**src/rtl/mem_copy_pkg.sv**
```systemverilog
// Shared types for the block-copy engine: FSM state encoding and its width.
package mem_copy_pkg;

   localparam int unsigned STATE_W = 2;

   typedef enum logic [STATE_W-1:0] {
      IDLE  = 2'd0,
      READ  = 2'd1,
      WRITE = 2'd2,
      DONE  = 2'd3
   } state_t;

endpackage

```
**src/rtl/mem_copy_engine_if.sv**
```systemverilog
// RAM-side port of the copy engine: controls, address, write data and registered read data.
interface mem_copy_engine_if #(
   parameter int WIDTH     = 16,
   parameter int ADDR_BITS = 16
);

   logic                 en;
   logic                 memread;
   logic                 memwrite;
   logic [ADDR_BITS-1:0] adr;
   logic [WIDTH-1:0]     writedata;
   logic [WIDTH-1:0]     memdata;

   modport master (
      output en, memread, memwrite, adr, writedata,
      input  memdata
   );

   modport slave (
      input  en, memread, memwrite, adr, writedata,
      output memdata
   );

endinterface

```
**src/rtl/mem_copy_engine.sv**
```systemverilog
// Block-copy initiator for the single-port RAM; copies len words src->dst in ascending order.
// Optional constant-fill mode is enabled with `define MEM_COPY_FILL_EN.
module mem_copy_engine
   import mem_copy_pkg::*;
#(
   parameter int WIDTH         = 16,
   parameter int RAM_ADDR_BITS = 16
) (
   input  logic                     clk,
   input  logic                     reset_n,
   input  logic                     start,
   input  logic                     abort,
   input  logic [RAM_ADDR_BITS-1:0] src_adr,
   input  logic [RAM_ADDR_BITS-1:0] dst_adr,
   input  logic [RAM_ADDR_BITS-1:0] len,
`ifdef MEM_COPY_FILL_EN
   input  logic                     fill,
   input  logic [WIDTH-1:0]         fill_data,
`endif
   output logic                     busy,
   output logic                     done,
   mem_copy_engine_if.master        ram
);

   state_t                   state_q, state_d;
   logic [RAM_ADDR_BITS-1:0] src_q, dst_q, len_q, idx_q;
   logic [RAM_ADDR_BITS-1:0] idx_nxt;
   logic                     load, inc;
   logic                     fill_mode_q;
   logic [WIDTH-1:0]         fill_data_q;
   logic                     fill_req;

   assign idx_nxt = idx_q + 1'b1;

`ifdef MEM_COPY_FILL_EN
   assign fill_req = fill;

   always_ff @(posedge clk or negedge reset_n) begin
      if (!reset_n) begin
         fill_mode_q <= 1'b0;
         fill_data_q <= '0;
      end else if (load) begin
         fill_mode_q <= fill;
         fill_data_q <= fill_data;
      end
   end
`else
   assign fill_req    = 1'b0;
   assign fill_mode_q = 1'b0;
   assign fill_data_q = '0;
`endif

   always_ff @(posedge clk or negedge reset_n) begin
      if (!reset_n) state_q <= IDLE;
      else          state_q <= state_d;
   end

   always_comb begin
      state_d = state_q;
      load    = 1'b0;
      inc     = 1'b0;
      unique case (state_q)
         IDLE: begin
            // abort is deliberately not looked at here: start wins
            if (start) begin
               if (len == '0) begin
                  state_d = DONE;
               end else begin
                  load    = 1'b1;
                  state_d = fill_req ? WRITE : READ;
               end
            end
         end
         READ: begin
            state_d = abort ? IDLE : WRITE;
         end
         WRITE: begin
            inc = 1'b1;
            if (abort)                 state_d = IDLE;
            else if (idx_nxt == len_q) state_d = DONE;
            else                       state_d = fill_mode_q ? WRITE : READ;
         end
         DONE: begin
            state_d = IDLE;
         end
         default: state_d = IDLE;
      endcase
   end

   always_ff @(posedge clk or negedge reset_n) begin
      if (!reset_n) begin
         src_q <= '0;
         dst_q <= '0;
         len_q <= '0;
         idx_q <= '0;
      end else if (load) begin
         src_q <= src_adr;
         dst_q <= dst_adr;
         len_q <= len;
         idx_q <= '0;
      end else if (inc) begin
         idx_q <= idx_nxt;
      end
   end

   // RAM controls depend on the registered state only, so they never glitch
   always_comb begin
      ram.en        = 1'b0;
      ram.memread   = 1'b0;
      ram.memwrite  = 1'b0;
      ram.adr       = '0;
      ram.writedata = '0;
      busy          = 1'b0;
      done          = 1'b0;
      unique case (state_q)
         READ: begin
            ram.en      = 1'b1;
            ram.memread = 1'b1;
            ram.adr     = src_q + idx_q;
            busy        = 1'b1;
         end
         WRITE: begin
            ram.en        = 1'b1;
            ram.memwrite  = 1'b1;
            ram.adr       = dst_q + idx_q;
            ram.writedata = fill_mode_q ? fill_data_q : ram.memdata;
            busy          = 1'b1;
         end
         DONE: begin
            done = 1'b1;
         end
         default: ;
      endcase
   end

endmodule

```
**src/flat_wrapper.sv**
```systemverilog
// flat-port wrapper written by rule: the top's interface ports become plain ports
module mem_copy_engine_flat import mem_copy_pkg::*;
#(
   parameter int WIDTH         = 16,
   parameter int RAM_ADDR_BITS = 16
)
  (clk, reset_n, start, abort, src_adr, dst_adr, len, busy, done, ram_en, ram_memread, ram_memwrite, ram_adr, ram_writedata, ram_memdata);
  mem_copy_engine_if #(.WIDTH(WIDTH), .ADDR_BITS(16)) ram_i ();
  input  logic clk;
  input  logic reset_n;
  input  logic start;
  input  logic abort;
  input  logic [RAM_ADDR_BITS-1:0] src_adr;
  input  logic [RAM_ADDR_BITS-1:0] dst_adr;
  input  logic [RAM_ADDR_BITS-1:0] len;
  output logic busy;
  output logic done;
  output wire logic [$bits(ram_i.en)-1:0] ram_en;
  output wire logic [$bits(ram_i.memread)-1:0] ram_memread;
  output wire logic [$bits(ram_i.memwrite)-1:0] ram_memwrite;
  output wire logic [$bits(ram_i.adr)-1:0] ram_adr;
  output wire logic [$bits(ram_i.writedata)-1:0] ram_writedata;
  input wire logic [$bits(ram_i.memdata)-1:0] ram_memdata;
  assign ram_en = ram_i.en;
  assign ram_memread = ram_i.memread;
  assign ram_memwrite = ram_i.memwrite;
  assign ram_adr = ram_i.adr;
  assign ram_writedata = ram_i.writedata;
  assign ram_i.memdata = ram_memdata;
  mem_copy_engine #(.WIDTH(WIDTH), .RAM_ADDR_BITS(RAM_ADDR_BITS)) u_core (.clk(clk), .reset_n(reset_n), .start(start), .abort(abort), .src_adr(src_adr), .dst_adr(dst_adr), .len(len), .busy(busy), .done(done), .ram(ram_i));
endmodule
```
**config.mk**
```make
export PLATFORM = sky130hd
export DESIGN_NAME = mem_copy_engine_flat
export DESIGN_NICKNAME = d
export VERILOG_FILES = /design/src/rtl/mem_copy_pkg.sv /design/src/rtl/mem_copy_engine_if.sv /design/src/rtl/mem_copy_engine.sv /design/src/flat_wrapper.sv
export SDC_FILE = /design/constraint.sdc
export NUM_CORES = 1
export LEC_CHECK = 0
export CAP_MARGIN = 20
export CORE_MARGIN = 4
export CORE_UTILIZATION = 51
export DETAILED_ROUTE_END_ITERATION = 10
export PLACE_DENSITY = 0.78
export SETUP_SLACK_MARGIN = 0.02
export SYNTH_ARGS = -nofsm -noshare
export SYNTH_HDL_FRONTEND = slang
export SYNTH_SLANG_ARGS = --single-unit
```
**constraint.sdc**
```tcl
create_clock -name clk -period 5.3 [get_ports clk]
set_input_delay 1.06 -clock clk [delete_from_list [all_inputs] [get_ports clk]]
set_output_delay 1.06 -clock clk [all_outputs]
set_load 0.05 [all_outputs]
```
==> impl_metrics.yaml <==
run_status:
  status: "completed"
global_routing:
  grt_pass1_vias: 3637
  antenna_found_initial: 0
  grt_max_degree: 67
  grt_pass1_wl_um: 17500
  gr-total-overflow: 0
  track_usage_pct: 21.5
floorplanning:
  io_pins: 105
  fp.dieW_um: 101
  core_area_sq_um: 8340
  die_area_sq_um: 10200
  die_h_um: 101
  start_util_pct: 53.1
  row_count: 33
critical_path:
  cp_common_cell: "ha_1"
  worst_ep_arrival_time_ps: 3850
  crit_chain: "inv_1 > ha_1 > buf_4 > mux2_2 > ha_1 > and4_2 > a221oi_2 > o21ai_2 > a31oi_1 > mux2i_2 > buf_12"
  path_class: "reg2out"
  required_ps: 4240
  cp-end-kind: "primary output"
  start_kind: "flip-flop"
  path_max_fanout: 8
  critPathMaxStageDelay_ps: 450
  crit_slowest_cell: "a221oi_2"
final_layout:
  fin_nets: 612
  layout-drive-gt1-share_pct: 21.3
  seqCellArea_sq_um: 1650
  multi_input_area_sq_um: 2600
  area_growth_pct: 30.4
  n_fill_cell: 643
  diodes: 0
timing:
  slew_headroom_pct: 43.1
  tns_ps: 0
  period_share_pct: 92.6
  worst_slack_ps: 392
  fin_crit_ps: 4910
  finalHoldViolCount: 0
  final-setup-viol-count: 0
  worstMarginPinSlew_ps: 854
  finalClockSkew_ps: 10.1
  rsz0062_at_grt: "false"
  finalMaxSlewViolations: 0
  fmax_ghz: 0.204
pwr:
  power_density_nw_per_um2: 609
  p_leak_nw: 2.47
  ir_drop_mv: 0.581
  power_frac_comb_pct: 63.5
  internal_power_mw: 1.94
  p_seq_share_pct: 24.2
  pwr-share-clk_pct: 12.3
  sw_frac_of_total_pct: 44.9
  p_sw_mw: 1.58
synth:
  yosys.area_share.simple_pct: 17.7
  yosys.area.top_type_share_pct: 37.3
  synth_seq_cells: 66
  synth-edff-count: 0
  synth_cell_types: 60
  synth_area_leaders: "dfrtp_1 37%, mux2_2 16%, ha_1 5.9%"
  async_reset_ff_share_pct: 100
  synthAdderAreaFrac_pct: 6.38
  synthCells: 425
  synth_xor_area_share_pct: 8.30
  synth_compound_area_share_pct: 8.98
  synth_top_family_by_area: "simple AND/OR/NAND/NOR gates"
  synth_ff_type: "dfrtp_1"
  muxShareOfSynthArea_pct: 17.1
  synth_area_sq_um: 4430
  yosysWarnings: 0
  synthesis.nets: 515
  syn_avg_cell_area_sq_um: 10.4
  synth_seq_area_share_pct: 37.3
  synth_top_cell_by_area: "dfrtp_1"
placement:
  place_congestion: 0.886
  place_worst_setup_slack_ps: 782
  dp_hpwl_um: 7770
  numPortBuffers: 104
clock_network:
  cts_hold_buffers: 0
  cts_buffers: 9
  clockBufferDepth: 2
  clkSlewWorstSetupHoldPaths_ps: 80
  cts.sink_count: 66
  post_cts_buffers: 0
  cts_tree: "yes"
  clockRootBuffer: "clkbuf_8"
  cts_resized: 0
  clock_latency_ps: 350
  cts.htree.levels: 3
detailed_routing:
  viasPerCell: 5.56
  drc: 0
  post_drt_wl_per_cell_um: 16.4
  drt_pass1_iterations: 4
  antenna_left: 0
  first_iter_violations: 157
  drt-total-wl_um: 10400
  dr_total_vias: 3513
worst_hold_path:
  min_path_type: "reg2reg"
run:
  max_cap_viol_count: 0
## Yosys cell counts (5+ instances only)
| master | n |
|---|---|
| nand3_1 | 7 |
| nand4_1 | 9 |
| dfrtp_1 | 66 |
| mux2_2 | 63 |
| nor4_1 | 7 |
| buf_4 | 6 |
| a21oi_1 | 13 |
| and2_1 | 24 |
| buf_6 | 6 |
| nor2_1 | 30 |
| inv_1 | 9 |
| ha_1 | 21 |
| nand2_1 | 20 |
| o21ai_0 | 12 |
| xnor2_1 | 18 |
| nor3_1 | 10 |
| xor2_1 | 24 |
| nor2b_1 | 6 |
| mux2i_1 | 5 |
| a21o_1 | 10 |
## path summary, 6_finish.rpt
kind,startpoint,end,slack (ps),cells past startpoint
min,u_core.dst_q[12],u_core.dst_q[12],510,1
max,u_core.state_q[0],ram_adr[13],390,11
max in group asynchronous,reset_n,u_core.src_q[9],3840,2
min in group asynchronous,reset_n,u_core.len_q[12],890,2
max reg2reg,u_core.state_q[0],u_core.state_q[1],2610,9
min reg2reg,u_core.dst_q[12],u_core.dst_q[12],510,1
## sequential cells by signal, indices dropped and copies added, names as in the netlist
| register | flops |
|---|---|
| u_core.dst_q | 16 |
| u_core.len_q | 16 |
| u_core.state_q | 2 |
| u_core.idx_q | 16 |
| u_core.src_q | 16 |
## critical path, delay by kind of cell (launching register included)
family | cells | cell delay (ps)
compound gates | 3 | 850
fa+ha+maj | 2 | 770
simple gates | 1 | 240
flops | 1 | 400
buf+inv | 3 | 570
mux | 2 | 650
## cell families (layout without fill, tap and decap cells)
logic type | Yosys count | after routing
compound gates | 57 | 57
fa+ha+maj | 22 | 22
mux | 68 | 68
simple gates | 139 | 139
xor+xnor | 42 | 42
buf+inv | 31 | 133
flops | 66 | 66
## routing by layer
metal | routed length (um) | global-route usage, %
met3 | 718 | 5.58
met5 | 0 | 0
met2 | 5330 | 37.7
met4 | 107 | 5.73
met1 | 4240 | 26.3
## area by class of cell
cell class / instances / share of cell area (%)
multi-input combinational: 328 / 45.0
sequential: 66 / 28.6
timing repair buffer: 108 / 20.1
tap: 105 / 2.27
clock buffer: 9 / 2.14
clock inverter: 7 / 1.34
inverter: 9 / 0.585
## power by group through the flow
stage	clock, mW	sequential (mW)	combinational, mW
floorplan	0	0.806	1.55
global placement	0	0.858	2.19
detailed placement	0	0.866	2.24
CTS	0.445	0.857	2.25
global route	0.472	0.879	2.40
finish	0.433	0.853	2.24
## metrics by stage
step                      area [sq um]  hold WS, ps  util, %  std cells  power (mW)
after global placement            5580          487     66.9        616        3.04
final                             5780          508     69.3        632        3.52
after detailed placement          5580          490     66.9        616        3.10
after floorplan                   4440          475        -        425        2.36
after CTS                         5780          511     69.3        632        3.55
after global routing              5780          527     69.3        632        3.75
## layout by cell type, fill, tap and decap left out, types with 7 or more instances in the layout
master           netlist  final
a21o_1                10     10
a21oi_1               13     13
and2_1                24     24
buf_12                 0     10
clkbuf_8               0      9
clkdlybuf4s50_1        0     91
dfrtp_1               66     66
ha_1                  21     21
inv_1                  9      9
mux2_2                63     63
nand2_1               20     20
nand3_1                7      7
nand4_1                9      9
nor2_1                30     30
nor3_1                10     10
nor4_1                 7      7
o21ai_0               12     12
xnor2_1               18     18
xor2_1                24     24
(Power assumes the default switching activity.)
